$ cat config.mk
export PLATFORM = sky130hd
export DESIGN_NAME = sort4_ctrl
export DESIGN_NICKNAME = d
export VERILOG_FILES = /design/src/rtl/sort_pkg.sv /design/src/rtl/sort4_ctrl_cmp2.sv /design/src/rtl/sort4_ctrl.sv
export SDC_FILE = /design/constraint.sdc
export NUM_CORES = 1
export LEC_CHECK = 0
export CORE_ASPECT_RATIO = 1.25
export CORE_MARGIN = 1.5
export CORE_UTILIZATION = 54
export DETAILED_ROUTE_END_ITERATION = 8
export GPL_ROUTABILITY_DRIVEN = 1
export PLACE_DENSITY = 0.79
export SKIP_LAST_GASP = 1
export SLEW_MARGIN = 15
export SYNTH_ARGS = -nofsm -noshare
export SYNTH_HDL_FRONTEND = slang
export SYNTH_HIERARCHICAL = 1
export SYNTH_SLANG_ARGS = --single-unit
$ cat constraint.sdc
create_clock -name clk -period 3.9 [get_ports clk]
set_clock_uncertainty 0.1 [all_clocks]
set_input_delay 0.39 -clock clk [delete_from_list [all_inputs] [get_ports clk]]
set_output_delay 0.39 -clock clk [all_outputs]
set_load 0.02 [all_outputs]
$ cat src/rtl/sort_pkg.sv
// Shared definitions for the 4-element bubble sorter: state encoding,
// element geometry and the per-pass compare range.
package sort_pkg;

  typedef enum logic [1:0] {
    ST_IDLE = 2'd0,
    ST_CMP  = 2'd1,
    ST_DONE = 2'd2
  } state_t;

  localparam int ELEM_W    = 2;
  localparam int ELEM_N    = 4;
  localparam int MAX_SWAPS = 6;
  localparam int SWAP_W    = 3;

  typedef logic [ELEM_W-1:0] elem_t;

  // Highest pair index compared in a pass: pass 0 covers 0..2, pass 2 only 0.
  function automatic logic [1:0] last_idx_f(input logic [1:0] pass);
    return 2'd2 - pass;
  endfunction

endpackage

$ cat src/rtl/sort4_ctrl_cmp2.sv
// Combinational magnitude comparator for two 2-bit unsigned elements.
// This is the only place in the sorter where element magnitudes are compared.
module cmp2
  import sort_pkg::*;
(
  input  elem_t x,
  input  elem_t y,
  output logic  gt,
  output logic  eq,
  output logic  lt
);

  // Exactly one of gt/eq/lt is high for any input pair.
  always_comb begin
    gt = (x > y);
    eq = (x == y);
    lt = (x < y);
  end

endmodule

$ cat src/rtl/sort4_ctrl.sv
// Sequential bubble sorter for four 2-bit elements. One adjacent pair is
// compared per cycle through a single cmp2; a pass without any swap ends the
// sort early. Result and swap count are registered and held until the next
// completed sort or reset.
module sort4_ctrl
  import sort_pkg::*;
#(
  parameter int DESCENDING = 0
) (
  input  logic       clk,
  input  logic       rst,
  input  logic       start,
  input  logic [7:0] din,
  output logic       busy,
  output logic       done,
  output logic [7:0] dout,
  output logic [2:0] swaps
);

  state_t              state_r, state_n;
  elem_t               r_r [ELEM_N];
  elem_t               r_n [ELEM_N];
  logic [1:0]          pass_r, pass_n;
  logic [1:0]          idx_r, idx_n;
  logic [SWAP_W-1:0]   swap_cnt_r, swap_cnt_n;
  logic                pass_swapped_r, pass_swapped_n;
  logic [7:0]          dout_r;
  logic [SWAP_W-1:0]   swaps_r;
  logic                busy_r, done_r;

  elem_t               a_s, b_s;
  logic                gt_s, eq_s, lt_s;
  logic                swap_s;
  logic                load_out_s;
  logic [7:0]          dout_n_s;

  // Route the currently addressed adjacent pair to the shared comparator.
  always_comb begin
    a_s = r_r[0];
    b_s = r_r[1];
    case (idx_r)
      2'd0: begin a_s = r_r[0]; b_s = r_r[1]; end
      2'd1: begin a_s = r_r[1]; b_s = r_r[2]; end
      2'd2: begin a_s = r_r[2]; b_s = r_r[3]; end
      default: begin a_s = r_r[0]; b_s = r_r[1]; end
    endcase
  end

  cmp2 u_cmp (
    .x  (a_s),
    .y  (b_s),
    .gt (gt_s),
    .eq (eq_s),
    .lt (lt_s)
  );

  // Swap decision from the comparator flags; ties never swap, so the sort is stable.
  always_comb begin
    if (DESCENDING != 0) begin
      swap_s = lt_s && !eq_s;
    end else begin
      swap_s = gt_s && !eq_s;
    end
  end

  // Next-state, working-register and counter update for the sort FSM.
  always_comb begin
    state_n        = state_r;
    r_n            = r_r;
    pass_n         = pass_r;
    idx_n          = idx_r;
    swap_cnt_n     = swap_cnt_r;
    pass_swapped_n = pass_swapped_r;
    load_out_s     = 1'b0;
    case (state_r)
      ST_IDLE: begin
        if (start) begin
          r_n[0]         = din[1:0];
          r_n[1]         = din[3:2];
          r_n[2]         = din[5:4];
          r_n[3]         = din[7:6];
          pass_n         = 2'd0;
          idx_n          = 2'd0;
          swap_cnt_n     = 3'd0;
          pass_swapped_n = 1'b0;
          state_n        = ST_CMP;
        end else begin
          state_n = ST_IDLE;
        end
      end
      ST_CMP: begin
        if (swap_s) begin
          case (idx_r)
            2'd0: begin r_n[0] = b_s; r_n[1] = a_s; end
            2'd1: begin r_n[1] = b_s; r_n[2] = a_s; end
            2'd2: begin r_n[2] = b_s; r_n[3] = a_s; end
            default: begin r_n[0] = r_r[0]; end
          endcase
          swap_cnt_n     = swap_cnt_r + 3'd1;
          pass_swapped_n = 1'b1;
        end else begin
          swap_cnt_n = swap_cnt_r;
        end
        if (idx_r == last_idx_f(pass_r)) begin
          // End of pass: finish after pass 2 or when this pass moved nothing.
          if ((pass_r == 2'd2) || !(pass_swapped_r || swap_s)) begin
            state_n    = ST_DONE;
            load_out_s = 1'b1;
          end else begin
            pass_n         = pass_r + 2'd1;
            idx_n          = 2'd0;
            pass_swapped_n = 1'b0;
          end
        end else begin
          idx_n = idx_r + 2'd1;
        end
      end
      ST_DONE: begin
        state_n = ST_IDLE;
      end
      default: begin
        state_n = ST_IDLE;
      end
    endcase
  end

  // Pack the post-compare working registers into the output layout.
  always_comb begin
    dout_n_s = {r_n[3], r_n[2], r_n[1], r_n[0]};
  end

  // State, working registers and registered outputs; reset aborts any sort.
  always_ff @(posedge clk) begin
    if (rst) begin
      state_r        <= ST_IDLE;
      r_r[0]         <= 2'd0;
      r_r[1]         <= 2'd0;
      r_r[2]         <= 2'd0;
      r_r[3]         <= 2'd0;
      pass_r         <= 2'd0;
      idx_r          <= 2'd0;
      swap_cnt_r     <= 3'd0;
      pass_swapped_r <= 1'b0;
      dout_r         <= 8'h00;
      swaps_r        <= 3'd0;
      busy_r         <= 1'b0;
      done_r         <= 1'b0;
    end else begin
      state_r        <= state_n;
      r_r            <= r_n;
      pass_r         <= pass_n;
      idx_r          <= idx_n;
      swap_cnt_r     <= swap_cnt_n;
      pass_swapped_r <= pass_swapped_n;
      if (load_out_s) begin
        dout_r  <= dout_n_s;
        swaps_r <= swap_cnt_n;
      end else begin
        dout_r  <= dout_r;
        swaps_r <= swaps_r;
      end
      busy_r <= (state_n == ST_CMP);
      done_r <= (state_n == ST_DONE);
    end
  end

  assign busy  = busy_r;
  assign done  = done_r;
  assign dout  = dout_r;
  assign swaps = swaps_r;

endmodule

# == Word level (Yosys, flattened, before mapping) ==
# Index checks and enable logic that the tools add are counted.
# word_totals
out_inout_bits,13
ff_bits,31
wordCells,72
inputBits,11
# classes
reduce_logical,11
n_addsub,4
order_cmp,1
n_mux,31
n_eq_ne,12
# op_table
op,n
$pmux W2 S2,7
$mux W2,9
$mux W8,2
$pmux W8 S2,1
$mux W1,8
$eq A2 B1 Y1 const B,3
$eq A2 B2 Y1 const B,3
$mux W3,2
$ne A2 B2 Y1 const B,3
$pmux W3 S2,1
$add A2 B1 Y2 const B,2
$eq A2 B2 Y1,2
$logic_not A2 Y1,2
$reduce_and A4 Y1,1
$add A3 B1 Y3 const B,1
$ne A3 B3 Y1 const B,1
$reduce_and A3 Y1,1
$gt A2 B2 Y1,1
$logic_not A1 Y1,2
$logic_or A1 B1 Y1,2
$pmux W1 S2,1
$reduce_and A2 Y1,1
$reduce_bool A2 Y1,1
$sub A2 B2 Y2 const A,1
$logic_and A1 B1 Y1,1

# == Depth between registers and ports, before layout ==
# Gate-level depths: netlist (run 1).
# depth
depth_word,12
mapped_depth,14
depth_no_buf,12

# == Hierarchy ==
# The synthesis (run 1) kept the hierarchy.
# by_module_without_submodules
mod,seq_area_each_um2,cells_each,area_per_inst_um2,n_inst
sort4_ctrl,620.6,199,1731.7,1
cmp2,0.0,9,62.6,1

# == Worst setup path before layout (run 1) ==
# OpenSTA, ideal clock, no wires.
# synth_timing
kind,register to register
startpoint,register idx_r[0]
endpoint,register dout_r[0] (netlist: dout[0])
path_buffers,2
path_slack_ns,0.901
setup_ns,0.138
synth_period_minus_slack_ns,2.999
t_required_ns,3.662
arrival_time_ns,2.762
path_stages_with_launch,15
cell_sequence,dfxtp_1 > inv_1 > ha_1 > buf_2 > a21boi_1 > a21oi_1 > inv_1 > ha_1 > and2_4 > a21oi_1 > and4bb_1 > buf_2 > a21oi_1 > a221oi_1 > a211oi_2
# synth_via
elab_chain_len,11
elab_cells_between_ends,19
classes_between,order compare (1); eq/ne (4); mux (8); reduce/logical (6)
# synth_rtl
element,line_no,rtl
start: declaration,sort4_ctrl.sv:24,"logic [1:0] idx_r, idx_n;"
start signal: assignment,sort4_ctrl.sv:152,idx_r <= idx_n;
$eq A2 B2 Y1 / $eq A2 B1 Y1 (equally long branches),sort4_ctrl.sv:41,case (idx_r)
$pmux W2 S2 (*),sort4_ctrl.sv:41,
named net b_s[1],sort4_ctrl.sv:31,"elem_t a_s, b_s;"
$eq A2 B2 Y1 (*),sort4_ctrl_cmp2.sv:16,eq = (x == y);
named net eq_s,sort4_ctrl.sv:32,"logic gt_s, eq_s, lt_s;"
$logic_not A1 Y1 (*),sort4_ctrl.sv:62,swap_s = gt_s && !eq_s;
$logic_and A1 B1 Y1 (*),sort4_ctrl.sv:62,
$logic_or A1 B1 Y1,sort4_ctrl.sv:106,if ((pass_r == 2'd2) || !(pass_swapped_r || swap_s)) begin
$logic_not A1 Y1,sort4_ctrl.sv:106,
$logic_or A1 B1 Y1,sort4_ctrl.sv:106,
$mux W1,sort4_ctrl.sv:106,
$mux W1,sort4_ctrl.sv:104,if (idx_r == last_idx_f(pass_r)) begin
$mux W1,sort4_ctrl.sv:75,case (state_r)
end signal: assignment,sort4_ctrl.sv:156,dout_r <= dout_n_s;
end signal: assignment,sort4_ctrl.sv:159,dout_r <= dout_r;
end: declaration,sort4_ctrl.sv:27,logic [7:0] dout_r;
# The timed path passes the listed nets; every way through them passes the cells marked *.
# A chain may end at the register's enable or synchronous reset.

# == Final worst setup path (run 1) ==
# Ends and elaborated chain as after synthesis.

==> results of run 1 <==
## worst min-delay path, stage by stage, from the launching register on
cell and delay [ns]:
dfxtp_1 0.31, o21ai_1 0.07, a21oi_1 0.07
## final cells by class
type | instances | area, µm² | area share (%)
multi-input combinational | 147 | 1030 | 48.8
sequential | 31 | 621 | 29.4
timing repair buffer | 25 | 245 | 11.6
clock buffer | 6 | 82.6 | 3.91
inverter | 14 | 52.6 | 2.49
tap | 37 | 46.3 | 2.19
clock inverter | 2 | 35.0 | 1.66
## state kept, by name (all words and copies together), names as in the netlist
register	count
busy	1
r_r	8
done	1
swaps	3
pass_r	2
swap_cnt_r	3
pass_swapped_r	1
dout	8
state_r	2
idx_r	2
## final timing paths
check / from / to / slack [ns] / cells past startpoint
min: dout[5] / dout[5] / 0.39 / 2
max reg2reg: idx_r[0] / dout[0] / 0.34 / 12
min reg2reg: dout[5] / dout[5] / 0.39 / 2
max: idx_r[0] / dout[0] / 0.34 / 12
## per-layer routing
layer  track usage (%)  wire length (µm)
met1              32.9              1900
met5                 0                 0
met3              7.08               201
met2              48.0              2310
met4              10.0                73
## metrics by stage
stage                     cell area, µm²  total power [W]  hold WS, ns  utilization [%]  instances
after floorplan                     1790         0.000600        0.382                -        207
after global placement              1990         0.000668        0.369             62.4        254
after detailed placement            1990         0.000681        0.384             62.4        254
after CTS                           2110          0.00101        0.393             66.1        262
after global routing                2110          0.00106        0.403             66.1        262
final                               2110          0.00101        0.390             66.1        262
## power by group through the flow
stage	clock network, W	registers, W	logic [W]
floorplan	0	0.000357	0.000243
global placement	0	0.000363	0.000305
detailed placement	0	0.000363	0.000317
CTS	0.000334	0.000356	0.000320
global route	0.000349	0.000360	0.000354
finish	0.000329	0.000358	0.000325
## placed cells by master, fill, tap and decap left out, types with 3 or more instances in the layout
master	n
dfxtp_1	31
a21oi_1	27
clkdlybuf4s50_1	23
nor2_1	19
a211oi_1	16
inv_1	14
ha_1	7
clkbuf_8	6
nand2_1	5
o21ai_0	5
o211ai_1	4
a22oi_1	3
nand2b_1	3
o21a_1	3
nor2b_1	3
a221oi_1	3
==> flow_summary.json, run 1 <==
{
  "p_leak_nw": 0.739,
  "status": "completed",
  "synthesis.area_um2": 1790,
  "die_w_um": 54.5,
  "cts_buffer_depth": 2,
  "post-place-ws_ns": 0.382,
  "core_region_area_um2": 3190,
  "place.gp.congestion": 0.884,
  "io_buffers": 23,
  "cts_tree": "built",
  "cp.required_ns": 3.94,
  "tightest_slew_ns": 0.839,
  "cts_resized": 0,
  "power_switching_w": 0.000353,
  "avgSynthCellArea_um2": 8.64,
  "antenna_found_initial": 0,
  "drive_gt1_share_pct": 10.2,
  "wl_mm": 4.49,
  "clk_latency_ns": 0.29,
  "hold_violations": 0,
  "grt_start_max_net_pins": 20,
  "htree_levels": 2,
  "die_area_um2": 3670,
  "cts_root_buf": "clkbuf_8",
  "cts-buffers-inserted": 5,
  "yosys_warnings": 6,
  "maxCapViolations": 0,
  "finish.net_count": 242,
  "swShare_pct": 34.9,
  "path_clk_slew_ns": 0.07,
  "cp_data_arrival_time_ns": 3.60,
  "rsz0062_at_grt": "false",
  "nFillCells": 276,
  "cp_common_cell": "a21oi_1",
  "grt_pass1_wl_mm": 7.35,
  "ios": 24,
  "critPathKind": "reg -> reg",
  "critPathCaptureType": "flip-flop",
  "rows": 23,
  "vias_per_cell": 6.27,
  "min_path_type": "reg -> reg",
  "fin_crit_sh_pct": 91.3,
  "intPower_w": 0.000658,
  "cts_hold_buf": 0,
  "clock_power_share_pct": 32.5,
  "dp.final_hpwl_mm": 3.28,
  "critPathSlowestCell": "ha_1",
  "pwr-share-seq_pct": 35.4,
  "dr.pass1.iters": 4,
  "ant_nets": 0,
  "drc": 0,
  "start_kind": "flip-flop",
  "synth_cells": 207,
  "wire_per_inst_um": 17.1,
  "syn2layout_area_growth_pct": 18.1,
  "setup_ws_ns": 0.339,
  "antenna_cells": 0,
  "first_iter_violations": 56,
  "power_density_nw_per_um2": 479,
  "vdd_drop_max_mv": 0.328,
  "synth_nets": 225,
  "overflow": 0,
  "max_stage_delay_ns": 0.48,
  "cts_setup_buffers": 0,
  "slew_violations": 0,
  "tns_ns": 0,
  "clock_sinks": 31,
  "power_frac_comb_pct": 32.1,
  "dieHeight_um": 67.3,
  "start_util_pct": 56.0,
  "crit_buf_inv": 2,
  "crit_fanout": 10,
  "fin_crit_ns": 3.56,
  "first_global_vias": 1553,
  "num_vias": 1643,
  "grt_util_all_layers_pct": 28.0,
  "max_slew_margin_pct": 43.8,
  "worstPathCellList": "inv_1, ha_1, a21boi_1, a21oi_1, inv_1, ha_1, and2_4, a21oi_1, and4bb_1, a21oi_1, a221oi_1, a211oi_2",
  "setup_violations": 0,
  "path_delay_family": "compound AO/OA/AOI/OAI gates",
  "fmax_ghz": 0.281
}
(Power assumes the default switching activity.)
==> inputs of run 2 (changes only) <==
--- a/config.mk
+++ b/config.mk
@@ -7,10 +7,9 @@
 export LEC_CHECK = 0
 export CORE_ASPECT_RATIO = 1.25
 export CORE_MARGIN = 1.5
-export CORE_UTILIZATION = 54
+export CORE_UTILIZATION = 40
 export DETAILED_ROUTE_END_ITERATION = 8
 export GPL_ROUTABILITY_DRIVEN = 1
-export PLACE_DENSITY = 0.79
 export SKIP_LAST_GASP = 1
 export SLEW_MARGIN = 15
 export SYNTH_ARGS = -nofsm -noshare
==> flow_summary.json, run 2 (synthesized netlist as in run 1, its figures left out) <==
{
  "status": "completed",
  "p_leak_nw": 0.735,
  "tightest_slew_ns": 0.875,
  "wire_per_inst_um": 15.2,
  "cp_data_arrival_time_ns": 3.46,
  "dpl_cell_area_um2": 2030,
  "cp.required_ns": 3.93,
  "first_global_vias": 1500,
  "clock_sinks": 31,
  "cp_common_cell": "a21oi_1",
  "cts_setup_buffers": 0,
  "maxCapViolations": 0,
  "die_area_um2": 4880,
  "cp-startpoint": "idx_r[0]",
  "antenna_cells": 0,
  "wl_mm": 4.31,
  "first_iter_violations": 73,
  "htree_levels": 2,
  "critPathSlowestCell": "ha_1",
  "fin_crit_ns": 3.43,
  "place.gp.congestion": 0.914,
  "grt_util_all_layers_pct": 19.1,
  "start_util_pct": 41.0,
  "setup_violations": 0,
  "layout_commonest_cell": "dfxtp_1",
  "overflow": 0,
  "rr_startpoint": "idx_r[0]",
  "slew_violations": 0,
  "finalPower_w": 0.000957,
  "antenna_found_initial": 0,
  "seq_area_um2": 621,
  "vias_per_cell": 5.70,
  "ios": 24,
  "ant_nets": 0,
  "final_cell_area_um2": 2130,
  "power_density_nw_per_um2": 450,
  "syn2layout_area_growth_pct": 19.0,
  "cts_buffer_depth": 2,
  "place_inst": 276,
  "num_vias": 1618,
  "cts_tree": "built",
  "cts-buffers-inserted": 5,
  "critPathCaptureType": "flip-flop",
  "grt_start_max_net_pins": 25,
  "dieHeight_um": 77.8,
  "core_region_area_um2": 4360,
  "tns_ns": 0,
  "post-route-util_pct": 48.8,
  "fin_cells": 284,
  "cts_hold_buf": 0,
  "cts_root_buf": "clkbuf_8",
  "cts_resized": 0,
  "hold_violations": 0,
  "hold_start": "dout[5]",
  "multi_input_area_um2": 1030,
  "min_path_type": "reg -> reg",
  "start_kind": "flip-flop",
  "io_buffers": 23,
  "dp.final_hpwl_mm": 3.11,
  "fmax_ghz": 0.292,
  "dr.pass1.iters": 4,
  "finish.net_count": 243,
  "rows": 27,
  "critPathKind": "reg -> reg",
  "drc": 0,
  "worstPathCellList": "inv_1, ha_1, a21boi_1, a21oi_1, inv_1, ha_1, and2_4, a21oi_1, and4bb_1, a21oi_1, a221oi_1, a211oi_2",
  "clk_latency_ns": 0.28,
  "max_slew_margin_pct": 41.5,
  "layout_common_cells": "dfxtp_1, a21oi_1, clkdlybuf4s50_1, nor2_1, a211oi_1",
  "max_stage_delay_ns": 0.47,
  "vdd_drop_max_mv": 0.263,
  "drive_gt1_share_pct": 10.2,
  "fin_crit_sh_pct": 87.9,
  "grt_pass1_wl_mm": 7.40,
  "nFillCells": 411,
  "crit_fanout": 10,
  "path_clk_slew_ns": 0.06,
  "die_w_um": 62.8,
  "rsz0062_at_grt": "false"
}
run 2: cell types whose count changed in the layout (fill, tap and decap cells not counted), sizes merged:
cell	before	now
bufinv	1	0
clkbuf	6	8
clkinv	1	0
buf	2	3
run 2: cell type report:
class	count	share of cell area (%)
multi-input cells	147	48.4
flip-flops and latches	31	29.2
repair buffers	26	11.9
clock buffers	8	4.70
well taps	58	3.41
inverters	14	2.47
run 2: worst paths after layout:
kind         slack, ns  depth (start not counted)      end
max reg2reg       0.47                         12  dout[0]
min reg2reg       0.38                          2  dout[5]
min               0.38                          2  dout[5]
max               0.47                         12  dout[0]
run 2: routing by layer:
metal / track usage [%] / up-vias / part of all wire, %
met2: 31.6 / 43 / 49
li1: - / 799 / -
met3: 3.62 / 6 / 4.9
met4: 6.67 / 0 / 1.3
met1: 24.8 / 770 / 45
met5: 0 / - / 0
run 2: metrics by stage:
step                      hold WS (ns)  setup WS (ns)
final                            0.380          0.471
after floorplan                  0.382          0.901
after global routing             0.416          0.184
after detailed placement         0.374          0.478
after CTS                        0.383          0.443
after global placement           0.370          0.617
run 2: report_power, final:
part | internal, W | switching (W) | total (W)
Combinational | 0.000119 | 0.000202 | 0.000320
Clock | 0.000161 | 0.000119 | 0.000280
Sequential | 0.000334 | 0.0000227 | 0.000357
run 2: worst max-delay path: cells and delay by family, from the launching register on:
| family | cells | cell delay [ns] |
|---|---|---|
| buffers and inverters | 2 | 0.18 |
| AOI/OAI and AO/OA | 6 | 1.28 |
| and+or+nand+nor | 2 | 0.58 |
| DFF | 1 | 0.43 |
| adders and majority gates | 2 | 0.71 |
